File: src/rtl/mem_bus_pkg.sv
// Shared state encoding and constants for the memory bus fabric and its decoder.
package mem_bus_pkg;

   typedef enum logic [1:0] {
      ST_IDLE   = 2'd0,
      ST_ACTIVE = 2'd1,
      ST_DONE   = 2'd2
   } bus_state_e;

   localparam logic [31:0] ERR_RDATA = 32'h0000_0000;

   // Width of a binary slave index; never below one bit so NUM_SLAVES = 1 still works.
   function automatic int idx_width(input int n);
      return (n <= 2) ? 1 : $clog2(n);
   endfunction

endpackage

File: src/rtl/mem_bus_decode.sv
// Combinational base/last address decoder: one-hot slave select, lowest index wins on overlap.
module mem_bus_decode
   import mem_bus_pkg::*;
#(
   parameter int                        NUM_SLAVES = 4,
   parameter logic [32*NUM_SLAVES-1:0]  SLAVE_BASE = {32'h0300_0000, 32'h0200_0000, 32'h0000_1000, 32'h0000_0000},
   parameter logic [32*NUM_SLAVES-1:0]  SLAVE_LAST = {32'hFFFF_FFFF, 32'h0200_0003, 32'h01FF_FFFF, 32'h0000_0FFF}
) (
   input  logic [31:0]           addr,
   output logic [NUM_SLAVES-1:0] sel,
   output logic                  miss
);

   logic [NUM_SLAVES-1:0] hit_s;

   // Range compare per slave, then isolate the lowest set bit for priority.
   always_comb begin
      hit_s = '0;
      for (int i = 0; i < NUM_SLAVES; i++) begin
         hit_s[i] = (addr >= SLAVE_BASE[32*i +: 32]) && (addr <= SLAVE_LAST[32*i +: 32]);
      end
      sel  = hit_s & (~hit_s + NUM_SLAVES'(1));
      miss = ~|hit_s;
   end

endmodule

File: src/rtl/mem_bus_fabric.sv
// Single-master to NUM_SLAVES memory fabric with registered request/response path.
// Optional hung-slave timeout is enabled by defining BUS_TIMEOUT_EN.
module mem_bus_fabric
   import mem_bus_pkg::*;
#(
   parameter int                        NUM_SLAVES     = 4,
   parameter logic [32*NUM_SLAVES-1:0]  SLAVE_BASE     = {32'h0300_0000, 32'h0200_0000, 32'h0000_1000, 32'h0000_0000},
   parameter logic [32*NUM_SLAVES-1:0]  SLAVE_LAST     = {32'hFFFF_FFFF, 32'h0200_0003, 32'h01FF_FFFF, 32'h0000_0FFF},
   parameter int                        TIMEOUT_CYCLES = 255
) (
   input  logic                     clk,
   input  logic                     rst,
   input  logic                     m_valid,
   output logic                     m_ready,
   input  logic [31:0]              m_addr,
   input  logic [31:0]              m_wdata,
   input  logic [3:0]               m_wstrb,
   output logic [31:0]              m_rdata,
   output logic                     m_err,
   output logic [31:0]              err_addr,
   output logic [NUM_SLAVES-1:0]    s_valid,
   input  logic [NUM_SLAVES-1:0]    s_ready,
   output logic [31:0]              s_addr,
   output logic [31:0]              s_wdata,
   output logic [3:0]               s_wstrb,
   input  logic [32*NUM_SLAVES-1:0] s_rdata
);

   localparam int IDX_W = idx_width(NUM_SLAVES);

   bus_state_e            state_r;
   logic [NUM_SLAVES-1:0] sel_r;
   logic [NUM_SLAVES-1:0] dec_sel_s;
   logic                  dec_miss_s;
   logic [IDX_W-1:0]      sel_idx_s;
   logic                  sel_ready_s;
`ifdef BUS_TIMEOUT_EN
   logic [31:0]           cnt_r;
`endif

   mem_bus_decode #(
      .NUM_SLAVES (NUM_SLAVES),
      .SLAVE_BASE (SLAVE_BASE),
      .SLAVE_LAST (SLAVE_LAST)
   ) u_decode (
      .addr (m_addr),
      .sel  (dec_sel_s),
      .miss (dec_miss_s)
   );

   // Binary index of the latched select; sel_r is one-hot so OR-merging is exact.
   always_comb begin
      sel_idx_s = '0;
      for (int i = 0; i < NUM_SLAVES; i++) begin
         sel_idx_s = sel_idx_s | (sel_r[i] ? IDX_W'(i) : IDX_W'(0));
      end
   end

   assign sel_ready_s = |(s_ready & sel_r);
   assign s_valid     = (state_r == ST_ACTIVE) ? sel_r : '0;

   // Transaction sequencer: IDLE accepts and decodes, ACTIVE waits on the slave, DONE pulses m_ready.
   always_ff @(posedge clk or posedge rst) begin
      if (rst) begin
         state_r  <= ST_IDLE;
         sel_r    <= '0;
         m_ready  <= 1'b0;
         m_err    <= 1'b0;
         m_rdata  <= 32'h0000_0000;
         err_addr <= 32'h0000_0000;
         s_addr   <= 32'h0000_0000;
         s_wdata  <= 32'h0000_0000;
         s_wstrb  <= 4'h0;
`ifdef BUS_TIMEOUT_EN
         cnt_r    <= 32'd0;
`endif
      end else begin
         case (state_r)
            ST_IDLE: begin
               m_ready <= 1'b0;
               if (m_valid) begin
                  s_addr  <= m_addr;
                  s_wdata <= m_wdata;
                  s_wstrb <= m_wstrb;
                  if (dec_miss_s) begin
                     // Unmapped: no slave is touched, writes are dropped.
                     sel_r    <= '0;
                     m_ready  <= 1'b1;
                     m_err    <= 1'b1;
                     m_rdata  <= ERR_RDATA;
                     err_addr <= m_addr;
                     state_r  <= ST_DONE;
                  end else begin
                     sel_r   <= dec_sel_s;
                     state_r <= ST_ACTIVE;
`ifdef BUS_TIMEOUT_EN
                     cnt_r   <= 32'd0;
`endif
                  end
               end
            end
            ST_ACTIVE: begin
               if (sel_ready_s) begin
                  m_rdata <= s_rdata[32'd32 * sel_idx_s +: 32];
                  m_err   <= 1'b0;
                  m_ready <= 1'b1;
                  state_r <= ST_DONE;
`ifdef BUS_TIMEOUT_EN
               end else if (cnt_r == 32'(TIMEOUT_CYCLES - 1)) begin
                  m_rdata  <= ERR_RDATA;
                  m_err    <= 1'b1;
                  err_addr <= s_addr;
                  m_ready  <= 1'b1;
                  state_r  <= ST_DONE;
               end else begin
                  cnt_r <= cnt_r + 32'd1;
`endif
               end
            end
            ST_DONE: begin
               m_ready <= 1'b0;
               state_r <= ST_IDLE;
            end
            default: begin
               m_ready <= 1'b0;
               state_r <= ST_IDLE;
            end
         endcase
      end
   end

endmodule
File: config.mk
export PLATFORM = sky130hd
export DESIGN_NAME = mem_bus_fabric
export DESIGN_NICKNAME = d
export VERILOG_FILES = /design/src/rtl/mem_bus_pkg.sv /design/src/rtl/mem_bus_decode.sv /design/src/rtl/mem_bus_fabric.sv
export SDC_FILE = /design/constraint.sdc
export NUM_CORES = 1
export LEC_CHECK = 0
export ABC_AREA = 1
export CAP_MARGIN = 5
export CORE_MARGIN = 2
export CORE_UTILIZATION = 35
export CTS_CLUSTER_DIAMETER = 200
export DETAILED_ROUTE_END_ITERATION = 8
export GPL_TIMING_DRIVEN = 0
export PLACE_DENSITY = 0.82
export SKIP_LAST_GASP = 1
export SLEW_MARGIN = 20
export SYNTH_ARGS = -nofsm -noshare
export SYNTH_HDL_FRONTEND = slang
export SYNTH_SLANG_ARGS = --single-unit
File: constraint.sdc
create_clock -name clk -period 11 [get_ports clk]
set_input_delay 1.1 -clock clk [delete_from_list [all_inputs] [get_ports clk]]
set_output_delay 1.1 -clock clk [all_outputs]
set_load 0.1 [all_outputs]
[After elaboration in Yosys (flattened, before gate mapping)]
Cells that the tools add are included.
Cells by class
  $add $sub $neg: 1
  $lt $le $gt $ge: 8
  equality and inequality tests: 4
  shift operators: 1
  multiplexer cells: 21
  bitwise logic cells: 6
  reduce and logical (&&, ||, !) cells: 12
Operator list (number)
  indexed part select 128 x 8 -> 32 bit: 1
  two-way mux 32 bit: 3
  >= comparator 32 x 26 -> 1 bit, second input constant: 2
  one-hot mux 32 bit (2 select lines): 1
  >= comparator 32 x 1 -> 1 bit, second input constant: 1
  >= comparator 32 x 13 -> 1 bit, second input constant: 1
  <= comparator 32 x 12 -> 1 bit, second input constant: 1
  <= comparator 32 x 25 -> 1 bit, second input constant: 1
  <= comparator 32 x 26 -> 1 bit, second input constant: 1
  <= comparator 32 bit, second input constant: 1
  two-way mux 2 bit: 5
  AND 4 bit: 2
  two-way mux 4 bit: 2
  OR reduction 4 bit: 2
  two-way mux 1 bit: 7
  != test 2 bit, second input constant: 3
  adder 4 x 1 -> 4 bit, second input constant: 1
  logical AND 1 bit: 4
  inverter 4 bit: 1
  one-hot mux 1 bit (2 select lines): 2
  one-hot mux 2 bit (2 select lines): 1
  AND reduction 2 bit: 2
  AND reduction 4 bit: 1
  AND reduction 3 bit: 1
  6 further kinds: 6
Word-level totals
  register bits: 140
  input bits: 203
  output and inout port bits: 138
  logic and storage cells: 62

[Logic depth before layout (Yosys ltp)]
Gate-level depths: netlist of the first run.
  depth in word-level cells: 6
  depth in mapped cells: 12

[Cells and area by module]
A second synthesis of the first run with hierarchy kept.
Second synthesis, totals
  cell total of the unflattened synthesis: 1009
  area total of the unflattened synthesis: 7136.8 um^2
By module, submodules not included
  mem_bus_fabric: times used 1, cells each 950, area each 6856.6 um^2
  mem_bus_decode: times used 1, cells each 59, area each 280.3 um^2

[Worst setup path after synthesis of the first run]
OpenSTA, ideal clock, no wires.
  kind: register to output
  start: register sel_r[1]
  end: output s_valid[1]
  data arrival time: 2080 ps
  slack: 7820 ps
  stages on the path, launching flop included: 5
  path through: dfrtp_1 > buf_2 > clkbuf_1 > inv_1 > nor2_1
On the way
  longest elaborated chain between the ends: 1
Ends and longest elaborated chain
  start: declaration: line mem_bus_fabric.sv:32  | logic [NUM_SLAVES-1:0] sel_r;
  start signal: assignment: line mem_bus_fabric.sv:94  | sel_r <= dec_sel_s;
  two-way mux 4 bit: line mem_bus_fabric.sv:60  | assign s_valid = (state_r == ST_ACTIVE) ? sel_r : '0;
  end: declaration: line mem_bus_fabric.sv:21  | output logic [NUM_SLAVES-1:0] s_valid,
Every way passes these cells.

[Final worst setup path of the first run]
Ends and elaborated chain as after synthesis.

==> results.py, run 1 <==
metrics = {
    "logic_synthesis": {
        "syn_inst": 834,
        "synth_cell_types": 21,
        "netlist_area_sq_um": 6500,
        "synth_top_area_share": 0.539,
        "avgSynthCellArea_sq_um": 7.80,
        "yosysWarnings": 0,
        "synth_seq_cells": 140,
        "synth.yosys.seq_area_share": 0.539,
        "synth_area_leaders": "dfrtp_1 54%, nand2_1 21%, nor2_1 7.2%, o32ai_1 4.3%, o21ai_0 3.3%",
        "syn_nets": 1037,
        "synth_top_area_cell": "dfrtp_1",
    },
    "route": {
        "drtIter0Drc": 327,
        "routed_wl_um": 23200,
        "vias": 6892,
        "drtPass1Iterations": 5,
        "wl_per_cell_um": 16.1,
        "avgViaCountPerCell": 4.79,
        "postRouteAntennaNets": 0,
        "drc": 0,
    },
    "grt": {
        "gr-total-overflow": 0,
        "grt_first_pass_wirelength_um": 35900,
        "first_global_vias": 6802,
        "grt_max_degree": 89,
        "track_usage": 0.234,
        "grt_antenna_before_repair": 3,
    },
    "placement": {
        "gp_congestion": 0.870,
        "postPlaceCellArea_sq_um": 10200,
        "hpwlAfterDp_um": 17800,
        "dp_slack_ns": 7.45,
        "port_buffers": 340,
    },
    "floorplan": {
        "die_area_sq_um": 19700,
        "rows": 49,
        "dieWidth_um": 140,
        "io_pins": 341,
        "fp.dieH_um": 140,
        "initial_core_util": 0.359,
        "core_area_sq_um": 18100,
    },
    "power": {
        "peakVddDrop_mv": 0.254,
        "power_leakage_uw": 0.00520,
        "cellPowerDensity_nw_per_um2": 353,
        "total_power_uw": 3810,
    },
    "sta": {
        "final_max_slew_viol_count": 0,
        "rsz0062_at_grt": "no",
        "hold_viol": 0,
        "finalClockSkew_ns": 0.00629,
        "setup_ws_ns": 7.05,
        "worst_pin_slew_ns": 1.09,
        "setup_viol": 0,
        "post-route-period-util": 0.359,
        "tns_ns": 0,
        "slew_headroom": 0.273,
        "max_clock_freq_mhz": 253,
        "min_period_ns": 3.95,
    },
    "clock_network": {
        "htree_num_levels": 4,
        "clk_latency_ns": 0.42,
        "clock_path_buffers": 2,
        "cts_buffers": 17,
        "cts_resized": 0,
        "cts_setup_buffers": 0,
        "cts_hold_buf": 0,
        "clock_sinks": 140,
        "cts_tree": "yes",
        "root_buffer": "clkbuf_16",
        "path_clk_slew_ns": 0.07,
    },
    "critical_path": {
        "required_ns": 9.90,
        "worstSetupEndpointType": "primary output",
        "arrival_ns": 2.85,
        "cpPeakStageDelay_ns": 1.17,
        "cp-start-kind": "flip-flop",
        "crit_type": "reg -> out",
        "path_max_fanout": 10,
        "path_cells": "buf_2 > clkbuf_1 > inv_1 > nor2_1 > clkdlybuf4s50_1",
        "slowest_stage": "clkdlybuf4s50_1",
    },
    "job": {
        "max_cap_violations": 0,
    },
    "layout": {
        "fin_nets": 1397,
        "fillers": 1578,
        "synthToLayoutAreaGrowth_pct": 66.2,
        "utilization": 0.598,
        "final_cell_area_sq_um": 10800,
        "drive_above_1_share": 0.0605,
    },
    "hold_path": {
        "hold_class": "reg -> reg",
    },
    "status": {
        "outcome": "finished, final reports clean",
    },
}
[synth_stat cells, drive strengths merged]
cell type,instances
o22ai,2
nand4,1
buf,28
nand2,370
a21oi,3
inv,33
nand3,31
dfrtp,140
o21ai,44
clkbuf,20
a22o,1
o32ai,32
nor2,129
[cells by family after synthesis]
kind of cell | share of synthesized area
simple gates | 0.318
flops | 0.539
compound gates | 0.0831
buf+inv | 0.0604
[registers in the layout, summed over array words and instances, names as in the netlist]
name      flops
err_addr     32
m_err         1
m_rdata      32
m_ready       1
s_addr       32
s_wdata      32
s_wstrb       4
sel_r         4
state_r       2
[metrics by stage]
stage | hold slack [ns] | instances
final | 0.466 | 1439
after global routing | 0.481 | 1439
after CTS | 0.469 | 1436
after detailed placement | 0.451 | 1404
after global placement | 0.448 | 1403
after floorplan | 0.497 | 834
[final cells by class]
class | count | area (sq um) | area share
inverters | 33 | 131 | 0.0122
well taps | 229 | 287 | 0.0265
plain buffers | 48 | 269 | 0.0249
repair buffers | 341 | 3430 | 0.317
flip-flops and latches | 140 | 3500 | 0.324
diodes | 3 | 7.51 | 0.000695
clock buffers | 17 | 425 | 0.0394
clock inverters | 15 | 149 | 0.0138
multi-input cells | 613 | 2610 | 0.241
[power breakdown]
group          switching (uW)  leakage [uW]  internal [uW]
clock                     258      0.000286            302
sequential                101       0.00179            700
combinational            1870       0.00312            577
[metal layers]
layer  GRT usage  wire length (um)  vias up
li1            -                 -     3363
met5           0                 0        -
met1       0.269              8970     3189
met2       0.397             11200      287
met4       0.112               908        0
met3      0.0749              2030       53
[worst paths after layout]
kind                           endpoint  slack, ns  depth (start not counted)         start
min                        err_addr[26]       0.47                          2  err_addr[26]
max in group asynchronous   s_wdata[26]       9.13                          3           rst
max reg2reg                 m_rdata[16]       9.16                          7      sel_r[3]
max                          s_valid[1]       7.05                          5      sel_r[1]
min reg2reg                err_addr[26]       0.47                          2  err_addr[26]
min in group asynchronous   m_rdata[19]       1.10                          2           rst
[worst max-delay path, delay by kind of cell, from the launching register on]
family	cells	cell delay (ns)
flops	1	0.32
buf+inv	4	1.99
simple gates	1	0.13
[cell usage in the layout (no fill, tap or decap), types with 3 or more instances in the layout]
master,count
a21oi_1,3
buf_2,14
buf_4,7
buf_6,6
clkbuf_1,20
clkbuf_16,17
clkdlybuf4s50_1,340
dfrtp_1,140
diode_2,3
inv_1,29
inv_2,3
inv_6,5
inv_8,5
nand2_1,367
nand3_1,31
nor2_1,124
nor2_2,5
o21ai_0,43
o32ai_1,32
Power figures use the tool's default switching activity.
==> run 2: changes to the inputs <==
--- a/config.mk
+++ b/config.mk
@@ -12,7 +12,7 @@
 export CTS_CLUSTER_DIAMETER = 200
 export DETAILED_ROUTE_END_ITERATION = 8
 export GPL_TIMING_DRIVEN = 0
-export PLACE_DENSITY = 0.82
+export PLACE_DENSITY = 0.84
 export SKIP_LAST_GASP = 1
 export SLEW_MARGIN = 20
 export SYNTH_ARGS = -nofsm -noshare
==> constraint.sdc (replaced) <==
create_clock -name clk -period 3.5 [get_ports clk]
set_input_delay 0.35 -clock clk [delete_from_list [all_inputs] [get_ports clk]]
set_output_delay 0.35 -clock clk [all_outputs]
set_load 0.1 [all_outputs]
==> run 2 against run 1 <==
Net effect:
- combinational power rose to 3.2 times the previous value
- register-to-register slack worse by 7.6 ns
- wire length rose by 4.0%
- total power rose to 3.2 times the previous value
- sequential power increased to 3.2 times the previous value
- first-iteration DRC count is 8.6% lower
- non-clock buffer count increased by 3
- largest cell class unchanged
- largest power group unchanged
==> results.py, run 2 (synthesis gave the netlist of run 1 again) <==
metrics = {
    "route": {
        "avgViaCountPerCell": 4.88,
        "postRouteAntennaNets": 0,
        "drtIter0Drc": 299,
        "vias": 7032,
        "wl_per_cell_um": 16.7,
        "drc": 0,
        "routed_wl_um": 24100,
        "drtPass1Iterations": 7,
    },
    "critical_path": {
        "r2r_end": "m_rdata[14]",
        "path_cells": "buf_2 > clkbuf_1 > inv_1 > nor2_1 > clkdlybuf4s50_1",
        "cp_num_buf_inv": 4,
        "reg2reg_depth": 7,
        "worstSetupEndpointType": "primary output",
        "reg2reg_slack_ns": 1.60,
        "arrival_ns": 2.87,
        "required_ns": 3.15,
        "cp.depth": 5,
        "path_max_fanout": 10,
        "cpPeakStageDelay_ns": 1.16,
        "cp-start-kind": "flip-flop",
        "critical_path.top_delay_family": "buffers and inverters",
        "crit_type": "reg -> out",
        "rr_startpoint": "sel_r[1]",
        "slowest_stage": "clkdlybuf4s50_1",
    },
    "grt": {
        "grt_antenna_before_repair": 4,
        "first_global_vias": 7041,
        "grt_max_degree": 34,
        "track_usage": 0.243,
        "gr-total-overflow": 0,
        "grt_util_met3": 0.0749,
        "busiest_layer": "met2",
        "use_met2": 0.416,
        "grt_first_pass_wirelength_um": 37500,
        "grtUsageMet1": 0.277,
    },
    "placement": {
        "port_buffers": 340,
        "hpwlAfterDp_um": 18500,
        "gp_congestion": 0.887,
        "dp.cells": 1407,
    },
    "sta": {
        "finalClockSkew_ns": 0.0211,
        "setup_viol": 0,
        "slew_headroom": 0.279,
        "final_max_slew_viol_count": 0,
        "tns_ns": 0,
        "rsz0062_at_grt": "no",
        "post-route-period-util": 0.920,
        "max_clock_freq_mhz": 311,
        "worst_pin_slew_ns": 1.08,
        "hold_viol": 0,
        "min_period_ns": 3.22,
    },
    "hold_path": {
        "hold_class": "in -> async",
    },
    "floorplan": {
        "rows": 49,
        "dieWidth_um": 140,
        "die_area_sq_um": 19700,
        "io_pins": 341,
        "core_area_sq_um": 18100,
        "initial_core_util": 0.359,
        "fp.dieH_um": 140,
    },
    "clock_network": {
        "cts_setup_buffers": 0,
        "root_buffer": "clkbuf_16",
        "clk_latency_ns": 0.43,
        "cts_buffers": 17,
        "path_clk_slew_ns": 0.07,
        "cts_tree": "yes",
        "clock_sinks": 140,
        "clock_path_buffers": 2,
        "cts_hold_buf": 0,
        "htree_num_levels": 4,
        "cts_resized": 0,
    },
    "layout": {
        "fin_cells": 1442,
        "drive_above_1_share": 0.0628,
        "fin_nets": 1400,
        "final_common_cell": "nand2_1",
        "multi_input_area_sq_um": 2610,
        "regArea_sq_um": 3500,
        "most-common-layout-cells": "367 x nand2_1, 340 x clkdlybuf4s50_1, 140 x dfrtp_1",
        "fillers": 1578,
        "synthToLayoutAreaGrowth_pct": 67.8,
    },
    "power": {
        "peakVddDrop_mv": 0.867,
        "power_leakage_uw": 0.00523,
        "cellPowerDensity_nw_per_um2": 1110,
    },
    "job": {
        "max_cap_violations": 0,
    },
    "status": {
        "outcome": "finished, final reports clean",
    },
}
[run 2: routing by layer]
layer | up-vias | wire, um | share of wire
li1 | 3371 | - | -
met1 | 3290 | 9340 | 0.39
met2 | 315 | 11700 | 0.49
met3 | 54 | 2110 | 0.088
met4 | 2 | 901 | 0.037
met5 | - | 11 | 0.00046
[run 2: how the worst max path moves through the flow]
stage / start / to / slack [ns]
global placement: rst / err_addr[25] / 0.06
floorplan: sel_r[1] / s_valid[1] / 1.07
finish: sel_r[1] / s_valid[1] / 0.28
detailed placement: sel_r[1] / s_valid[1] / 0.67
CTS: sel_r[1] / s_valid[1] / 0.21
global route: sel_r[1] / s_valid[1] / 0.13
[run 2: area by class of cell]
cell class,count,share of cell area
timing repair buffer,344,0.319
buffer,48,0.0247
inverter,33,0.0117
tap,229,0.0263
clock inverter,15,0.0182
antenna,3,0.000688
sequential,140,0.321
clock buffer,17,0.0390
multi-input combinational,613,0.239
[run 2: report_power, final]
part,switching (uW),total [uW],internal [uW]
Combinational,5910,7720,1820
Sequential,329,2530,2200
Clock,853,1890,1040
[run 2: metrics by stage]
stage	total power (uW)	area, sq um	setup WS (ns)	utilization	hold slack [ns]
CTS	12200	10900	0.208	0.603	0.371
detailed placement	10300	10300	0.673	0.568	0.455
floorplan	8190	6500	1.07	-	0.460
global route	12700	10900	0.128	0.603	0.413
finish	12100	10900	0.282	0.603	0.358
global placement	10200	10200	0.0599	0.564	0.448
